===== src/rtl/mio_rx.sv =====
// mio_rx: inbound half of the MIO block.
//   - 8N1-style UART receiver (5..8 data bits) feeding a small RX FIFO
//   - 4-bit GPIO input synchroniser
//   - single-beat IOB read service on two ports (0 = GPIO, 1 = UART)
//   - level interrupt while received bytes are pending
// Ports:
//   clk               core clock
//   rst               asynchronous active-high reset (release expected synchronous to clk)
//   uart_rxd          serial input, idle high, asynchronous to clk
//   gpio_in[3:0]      GPIO inputs, asynchronous to clk
//   iob__mio_rd_val   read request pulse
//   iob__mio_rd_port  0 = GPIO, 1 = UART
//   mio__iob_rd_done  read complete pulse, one cycle after the request
//   mio__iob_rdata    read data, zero outside the done cycle
//   uart_rx_irq       high while the RX FIFO holds at least one byte
module mio_rx #(
    parameter int unsigned CLK_HZ       = 100000000,
    parameter int unsigned BIT_RATE     = 115200,
    parameter int unsigned PAYLOAD_BITS = 8,
    parameter int unsigned FIFO_DEPTH   = 4
) (
    input  logic        clk,
    input  logic        rst,
    input  logic        uart_rxd,
    input  logic [3:0]  gpio_in,
    input  logic        iob__mio_rd_val,
    input  logic        iob__mio_rd_port,
    output logic        mio__iob_rd_done,
    output logic [31:0] mio__iob_rdata,
    output logic        uart_rx_irq
);

    localparam int unsigned CPB   = CLK_HZ / BIT_RATE;
    localparam int unsigned HALF  = CPB / 32'd2;
    localparam int unsigned CNT_W = $clog2(CPB);
    localparam int unsigned PTR_W = $clog2(FIFO_DEPTH);

    localparam logic [CNT_W-1:0] HALF_LAST = CNT_W'(HALF - 32'd1);
    localparam logic [CNT_W-1:0] BIT_LAST  = CNT_W'(CPB - 32'd1);
    localparam logic [CNT_W-1:0] CNT_ONE   = {{(CNT_W-1){1'b0}}, 1'b1};
    localparam logic [2:0]       IDX_LAST  = 3'(PAYLOAD_BITS - 32'd1);
    localparam logic [PTR_W:0]   PTR_ONE   = {{PTR_W{1'b0}}, 1'b1};

    typedef enum logic [1:0] {
        ST_IDLE  = 2'd0,
        ST_START = 2'd1,
        ST_DATA  = 2'd2,
        ST_STOP  = 2'd3
    } rx_state_e;

    // Synchronisers; rxd_prev_r is one more stage used for falling-edge detection
    logic                    rxd_meta_r, rxd_sync_r, rxd_prev_r;
    logic [3:0]              gpio_meta_r, gpio_sync_r;

    rx_state_e               state_r, state_s;
    logic [CNT_W-1:0]        cnt_r, cnt_s;
    logic [2:0]              idx_r, idx_s;
    logic [PAYLOAD_BITS-1:0] shreg_r, shreg_s;
    logic                    push_s, frm_set_s;

    logic [PAYLOAD_BITS-1:0] mem_r [FIFO_DEPTH];
    logic [PTR_W:0]          wr_ptr_r, rd_ptr_r, wr_ptr_s, rd_ptr_s;
    logic                    empty_s, full_s, rd_uart_s, pop_s, wr_en_s, ovf_set_s;
    logic                    frm_err_r, ovf_r, frm_err_s, ovf_s;
    logic [PAYLOAD_BITS-1:0] head_s;
    logic [7:0]              head8_s;
    logic [31:0]             rdata_s;
    logic                    rd_done_r, irq_r;
    logic [31:0]             rdata_r;

    // Two-flop synchronisers for the asynchronous inputs plus the rxd history flop
    always_ff @(posedge clk or posedge rst) begin
        if (rst) begin
            rxd_meta_r  <= 1'b1;
            rxd_sync_r  <= 1'b1;
            rxd_prev_r  <= 1'b1;
            gpio_meta_r <= 4'h0;
            gpio_sync_r <= 4'h0;
        end else begin
            rxd_meta_r  <= uart_rxd;
            rxd_sync_r  <= rxd_meta_r;
            rxd_prev_r  <= rxd_sync_r;
            gpio_meta_r <= gpio_in;
            gpio_sync_r <= gpio_meta_r;
        end
    end

    // RX FSM state, baud counter, bit index and shift register
    always_ff @(posedge clk or posedge rst) begin
        if (rst) begin
            state_r <= ST_IDLE;
            cnt_r   <= '0;
            idx_r   <= 3'd0;
            shreg_r <= '0;
        end else begin
            state_r <= state_s;
            cnt_r   <= cnt_s;
            idx_r   <= idx_s;
            shreg_r <= shreg_s;
        end
    end

    // RX FSM next state: samples land mid-bit, half a bit after the start edge then every bit
    always_comb begin
        state_s   = state_r;
        cnt_s     = cnt_r;
        idx_s     = idx_r;
        shreg_s   = shreg_r;
        push_s    = 1'b0;
        frm_set_s = 1'b0;
        case (state_r)
            ST_IDLE: begin
                // Only a high-to-low transition starts a frame, so a stuck-low line is ignored
                if (rxd_prev_r && !rxd_sync_r) begin
                    state_s = ST_START;
                    cnt_s   = '0;
                end else begin
                    state_s = ST_IDLE;
                end
            end
            ST_START: begin
                if (cnt_r == HALF_LAST) begin
                    if (!rxd_sync_r) begin
                        state_s = ST_DATA;
                        cnt_s   = '0;
                        idx_s   = 3'd0;
                    end else begin
                        // Line went back high before mid-start: treat as a glitch
                        state_s = ST_IDLE;
                    end
                end else begin
                    cnt_s = cnt_r + CNT_ONE;
                end
            end
            ST_DATA: begin
                if (cnt_r == BIT_LAST) begin
                    shreg_s[idx_r] = rxd_sync_r;
                    cnt_s          = '0;
                    if (idx_r == IDX_LAST) begin
                        state_s = ST_STOP;
                    end else begin
                        idx_s = idx_r + 3'd1;
                    end
                end else begin
                    cnt_s = cnt_r + CNT_ONE;
                end
            end
            ST_STOP: begin
                if (cnt_r == BIT_LAST) begin
                    if (rxd_sync_r) begin
                        push_s = 1'b1;
                    end else begin
                        frm_set_s = 1'b1;
                    end
                    state_s = ST_IDLE;
                end else begin
                    cnt_s = cnt_r + CNT_ONE;
                end
            end
            default: begin
                state_s = ST_IDLE;
                cnt_s   = '0;
            end
        endcase
    end

    // FIFO control: a full FIFO only accepts a new byte when the head pops in the same cycle
    always_comb begin
        empty_s   = (wr_ptr_r == rd_ptr_r);
        full_s    = (wr_ptr_r[PTR_W] != rd_ptr_r[PTR_W]) &&
                    (wr_ptr_r[PTR_W-1:0] == rd_ptr_r[PTR_W-1:0]);
        rd_uart_s = iob__mio_rd_val && iob__mio_rd_port;
        pop_s     = rd_uart_s && !empty_s;
        wr_en_s   = push_s && (!full_s || pop_s);
        ovf_set_s = push_s && full_s && !pop_s;
        if (wr_en_s) begin
            wr_ptr_s = wr_ptr_r + PTR_ONE;
        end else begin
            wr_ptr_s = wr_ptr_r;
        end
        if (pop_s) begin
            rd_ptr_s = rd_ptr_r + PTR_ONE;
        end else begin
            rd_ptr_s = rd_ptr_r;
        end
        // A set in the same cycle as a clearing read wins
        if (frm_set_s) begin
            frm_err_s = 1'b1;
        end else if (rd_uart_s) begin
            frm_err_s = 1'b0;
        end else begin
            frm_err_s = frm_err_r;
        end
        if (ovf_set_s) begin
            ovf_s = 1'b1;
        end else if (rd_uart_s) begin
            ovf_s = 1'b0;
        end else begin
            ovf_s = ovf_r;
        end
    end

    // Read data mux: flags and head reflect the state before this cycle's push/pop
    always_comb begin
        head8_s = 8'h00;
        if (empty_s) begin
            head_s = '0;
        end else begin
            head_s = mem_r[rd_ptr_r[PTR_W-1:0]];
        end
        head8_s[PAYLOAD_BITS-1:0] = head_s;
        if (iob__mio_rd_val) begin
            if (iob__mio_rd_port) begin
                rdata_s = {21'd0, ovf_r, frm_err_r, !empty_s, head8_s};
            end else begin
                rdata_s = {28'd0, gpio_sync_r};
            end
        end else begin
            rdata_s = 32'd0;
        end
    end

    // FIFO storage, pointers and sticky flags
    always_ff @(posedge clk or posedge rst) begin
        if (rst) begin
            for (int unsigned i = 0; i < FIFO_DEPTH; i++) begin
                mem_r[i] <= '0;
            end
            wr_ptr_r  <= '0;
            rd_ptr_r  <= '0;
            frm_err_r <= 1'b0;
            ovf_r     <= 1'b0;
        end else begin
            if (wr_en_s) begin
                mem_r[wr_ptr_r[PTR_W-1:0]] <= shreg_r;
            end
            wr_ptr_r  <= wr_ptr_s;
            rd_ptr_r  <= rd_ptr_s;
            frm_err_r <= frm_err_s;
            ovf_r     <= ovf_s;
        end
    end

    // Registered read response and interrupt (irq tracks the updated FIFO occupancy)
    always_ff @(posedge clk or posedge rst) begin
        if (rst) begin
            rd_done_r <= 1'b0;
            rdata_r   <= 32'd0;
            irq_r     <= 1'b0;
        end else begin
            rd_done_r <= iob__mio_rd_val;
            rdata_r   <= rdata_s;
            irq_r     <= (wr_ptr_s != rd_ptr_s);
        end
    end

    assign mio__iob_rd_done = rd_done_r;
    assign mio__iob_rdata   = rdata_r;
    assign uart_rx_irq      = irq_r;

endmodule


===== config.mk =====
export PLATFORM = sky130hd
export DESIGN_NAME = mio_rx
export DESIGN_NICKNAME = d
export VERILOG_FILES = /design/src/rtl/mio_rx.sv
export SDC_FILE = /design/constraint.sdc
export NUM_CORES = 1
export LEC_CHECK = 0
export ABC_CLOCK_PERIOD_IN_PS = 3100
export BUFFER_PORTS_ARGS = -buffer_cell sky130_fd_sc_hd__buf_4
export CAP_MARGIN = 20
export CORE_MARGIN = 10
export CORE_UTILIZATION = 45
export DETAILED_ROUTE_END_ITERATION = 12
export GPL_TIMING_DRIVEN = 0
export SYNTH_ARGS = -nofsm -noshare
export SYNTH_HDL_FRONTEND = slang
export SYNTH_SLANG_ARGS = --single-unit

===== constraint.sdc =====
create_clock -name clk -period 3.1 [get_ports clk]
set_clock_uncertainty 0.15 [all_clocks]
set_input_delay 0 -clock clk [delete_from_list [all_inputs] [get_ports clk]]
set_output_delay 0 -clock clk [all_outputs]
set_load 0.01 [all_outputs]

==> Yosys cells after proc, flatten, opt, wreduce, memory -nomap -nowiden <==
Cells that the tools add are included.
{ "classes": {"magnitude_cmp": 5, "shifts": 0, "bitwise_logic": 2, "n_eq_ne": 19, "n_mux": 41, "div_mod_pow": 0, "n_addsub": 4, "reduce_logical": 22, "mul": 0} }
{ "op_table": {"columns": ["op", "count"], "rows": [
  ["10-bit two-way mux", 5],
  ["10-bit one-hot mux with 4 select lines", 1],
  ["32-bit bitwise mux", 1],
  ["32-bit two-way mux", 1],
  ["8-bit two-way mux", 4],
  ["3-bit two-way mux", 6],
  ["8-bit binary-select mux with 2-bit select", 1],
  ["8-bit demux with 2-bit select", 1],
  ["2-bit != test, second input constant", 8],
  ["1-bit two-way mux", 11],
  ["11-bit two-way mux", 1],
  ["10-bit by 1-bit adder with 10-bit output, second input constant", 1],
  ["10-bit == test, second input constant", 1],
  ["10-bit by 9-bit == test with 1-bit output, second input constant", 1],
  ["2-bit two-way mux", 5],
  ["3-bit by 1-bit adder with 3-bit output, second input constant", 3],
  ["1-bit logical AND", 9],
  ["8-bit bitwise mux", 1],
  ["2-bit one-hot mux with 4 select lines", 1],
  ["3-bit greater-or-equal comparator, second input constant", 2],
  ["2-bit inverter with 3-bit output", 2],
  ["3-bit one-hot mux with 2 select lines", 1],
  ["2-bit nonzero test", 3],
  ["5-bit AND reduction", 1],
  ["other kinds (18)", 22]
]} }
{ "word_totals": {"romBits": 0, "ff_bits": 108, "wordCells": 113, "latch_bits": 0, "mem_bits_rw": 0, "out_inout_bits": 34, "n_memories": 0} }

==> Longest topological paths before layout <==
{ "depth": {"ltp_word": 7, "depth_mapped": 7, "depth_no_buf": 7} }

==> Worst setup path after synthesis <==
OpenSTA, ideal clock, no wires.
{ "synth_path": {"path_kind": "flip-flop to flip-flop", "from": "register cnt_r[0]", "to": "register mem_r[21] (netlist name)", "synth_period_minus_slack_ps": 2273, "arrival_time_ps": 1996, "t_required_ps": 2822, "path_buffers": 0, "path_stages_with_launch": 7, "path_slack_ps": 827, "path_cell_list": "dfrtp_1 ha_1 and4bb_2 nand4_4 nor3b_4 nand2_4 mux2_1"} }
{ "synth_via": {"elab_chain_len": 4} }
{ "synth_lines": {"columns": ["element", "line", "rtl"], "rows": [
  ["start: declaration", "56", "logic [CNT_W-1:0] cnt_r, cnt_s;"],
  ["start signal: assignment", "97", "cnt_r <= cnt_s;"],
  ["10-bit == test", "149", "if (cnt_r == BIT_LAST) begin"],
  ["1-bit two-way mux", "149", null],
  ["1-bit two-way mux", "111", "case (state_r)"],
  ["1-bit logical AND", "174", "wr_en_s = push_s && (!full_s || pop_s);"],
  ["end signal: indexed assignment", "235", "mem_r[wr_ptr_r[PTR_W-1:0]] <= shreg_r;"],
  ["end: declaration", "61", "logic [PAYLOAD_BITS-1:0] mem_r [FIFO_DEPTH];"]
]} }
Every way passes these cells.
A chain may end at the register's enable or synchronous reset.

==> Worst setup path after layout <==
Ends and elaborated chain as after synthesis.

==> summary.txt <==
Status: completed
Compound-Gate Fraction of Synth Area: 0.0496
Initial Util: 0.467
Die width: 116 um
Grt met2 use: 0.190
Synth Area in Adders: 0.0272
Vias in the first global route: 2,604
Clk root buf: clkbuf_8
Final period util: 0.840
Synth Warn #: 0
Post-layout minimum cycle time: 2.60 ns
Via count: 2,635
Postcts setup bufs: 0
Synth async-reset ratio: 1.00
Area growth from synthesis to layout: 15.9%
Leading post-synthesis cells by cell area: dfrtp_1 51%, mux2_2 11%, mux4_2 4.4%, buf_4 3.8%, ha_1 2.7%
Io pins: 43
Critical path class: flip-flop to flip-flop
EDFF count, synth: 0
Fmax: 384 MHz
Total Routed Length: 7690 um
GP Congestion: 0.772
DRC violations left: 0
WL/cell: 15.1 um
Die area: 13,400 um^2
Clock transition at path regs: 0.09 ns
Post-Synth XOR/XNOR Area: 0.0360
CTS sink cnt: 87
Commonest non-fill, non-tap cell in the layout: dfrtp_1
RSZ-0062 raised after global routing: false
Clock Latency Late Sink: 0.34 ns
Simple-gate share of the synthesized area: 0.137
Cell taking the most area after synthesis: dfrtp_1
Max-cap violations: 0
Dpl cell area: 4530 um^2
Commonest register cell after synthesis: dfrtp_1
Post-synthesis register bit count: 87
CTS Buffer Depth: 2
Portion of netlist area occupied by mux cells: 0.165
Power density cells: 541 nW/um^2
Critical path's largest stage delay: 0.52 ns
Most frequent cells in the layout: 84 x dfrtp_1, 42 x buf_4, 39 x mux2_2
Gr usage total: 0.121
Cell family with most CP delay: simple AND/OR/NAND/NOR gates
Grt peak-use layer: met2
Largest net degree at the start of global routing: 65
Core area: 8850 um^2
FP Rows: 34
Highest fanout seen on the critical path: 8
PortBufs: 21
CTS resizes: 0
CTS tree: built
Slew at the pin closest to its max-slew limit: 1.14 ns
Die height: 116 um
Sequential fraction of the synthesis area: 0.527
Grt total ovfl: 0
Final Slew Violations: 0
Power Total: 2.59 mW
Final HPWL from detailed placement: 5370 um
Max-slew headroom: 0.231
CTS Buf Count: 9
Crit-path cells: ha_1 > and4bb_2 > nand4_4 > nor3b_4 > nand2_4 > mux2_1
Initial antenna violation count: 0
CP Capture Type: flip-flop
Leakage: 2.36 nW
Post-Syn Instances: 336
Setup violations, final: 0
Diodes inserted: 0
Final instance area: 4790 um^2
Cell variety after synth: 44
Setup Total Neg Slack: 0 ns
Hold Vio Cnt, Final: 0
Worst Hold Class: input pin to async pin
Drt pass-1 iters: 4
M3 GR Usage: 0.0357
Syn avg cell area: 12.3 um^2
Starting DRC count in detailed routing: 87
Final net count: 415
H-Tree Level Count: 3
Layout cells sized above 1: 0.308
Slowest cell on crit path: nor3b_4
CP bufs+invs: 0
Worst EP required: 3.18 ns
Worst Setup Start Kind: flip-flop
Remaining antenna violation count: 0
DR vias/cell: 5.17
Peak supply drop: 284 uV
Mapped Area: 4140 um^2
Met1 Track Usage GR: 0.158
CP Data Arrival Time: 2.68 ns
Post-synth top area share: 0.508
# hold bufs at CTS: 8
Main combinational cell family by area after synthesis: multiplexers
First-pass GRT wire length: 13,000 um
[where the power goes]
group / switching [mW] / total [mW] / internal [mW]
clock: 0.414 / 0.712 / 0.298
sequential: 0.0836 / 1.30 / 1.21
combinational: 0.325 / 0.587 / 0.262
[cell families after synthesis]
family | after synthesis
compound gates | 30
xor+xnor | 17
buf+inv | 41
fa+ha+maj | 9
simple gates | 98
other cells | 1
flops | 87
mux | 53
[flip-flops by register name, indices dropped and copies added, names as in the netlist, 4 cells and up, named ones only]
name	count
cnt_r	10
gpio_sync_r	4
gpio_meta_r	4
shreg_r	8
mio__iob_rdata	11
mem_r	32
[area by class of cell]
class,instances,area [um^2]
fill,776,4050
sequential,87,2180
multi-input combinational,228,1790
timing repair buffer,30,265
buffer,29,193
tap,108,135
clock buffer,9,124
clock inverter,7,56.3
inverter,12,47.5
[through the flow]
step,worst slack (ns),hold WS (ns),utilization,instances
after floorplan,0.705,-0.146,-,356
after global placement,-0.360,-0.0398,0.509,485
after detailed placement,0.484,-0.144,0.512,486
after CTS,0.465,0.0266,0.542,510
after global routing,0.381,0.0560,0.542,510
final,0.496,0.0309,0.542,510
[path summary, 6_finish.rpt]
path | start | to | slack, ns | depth (start not counted)
min reg2reg | rxd_meta_r | rxd_sync_r | 0.21 | 0
min | rst | mio__iob_rdata[10] | 0.03 | 3
min in group clk | gpio_in[1] | gpio_meta_r[1] | 0.16 | 2
max in group asynchronous | rst | mem_r[3] | 2.14 | 4
max reg2reg | cnt_r[0] | mem_r[21] | 0.50 | 6
max | cnt_r[0] | mem_r[21] | 0.50 | 6
[synthesized netlist by cell type (all sizes together), types with 4 or more instances]
library cell / count
ha: 9
a22o: 4
inv: 12
dfrtp: 84
nor2: 18
nand2: 23
mux2: 40
o21ai: 7
and3: 5
nor2b: 8
mux4: 8
mux2i: 5
a21oi: 4
and2: 8
o31ai: 4
xor2: 6
buf: 26
nand3: 10
nor3: 7
nand4: 8
xnor2: 11
[per-layer routing]
layer  vias up  share of wire
met5         -              0
met4         0         0.0078
met3         5          0.063
met2        64           0.48
met1      1300           0.45
li1       1266              -
[worst reg2reg max path: stages, from the launching register on]
cell and delay [ns]:
dfrtp_1 0.45, ha_1 0.27, and4bb_2 0.36, nand4_4 0.16, nor3b_4 0.52, nand2_4 0.21, mux2_1 0.36
Power figures use the tool's default switching activity.
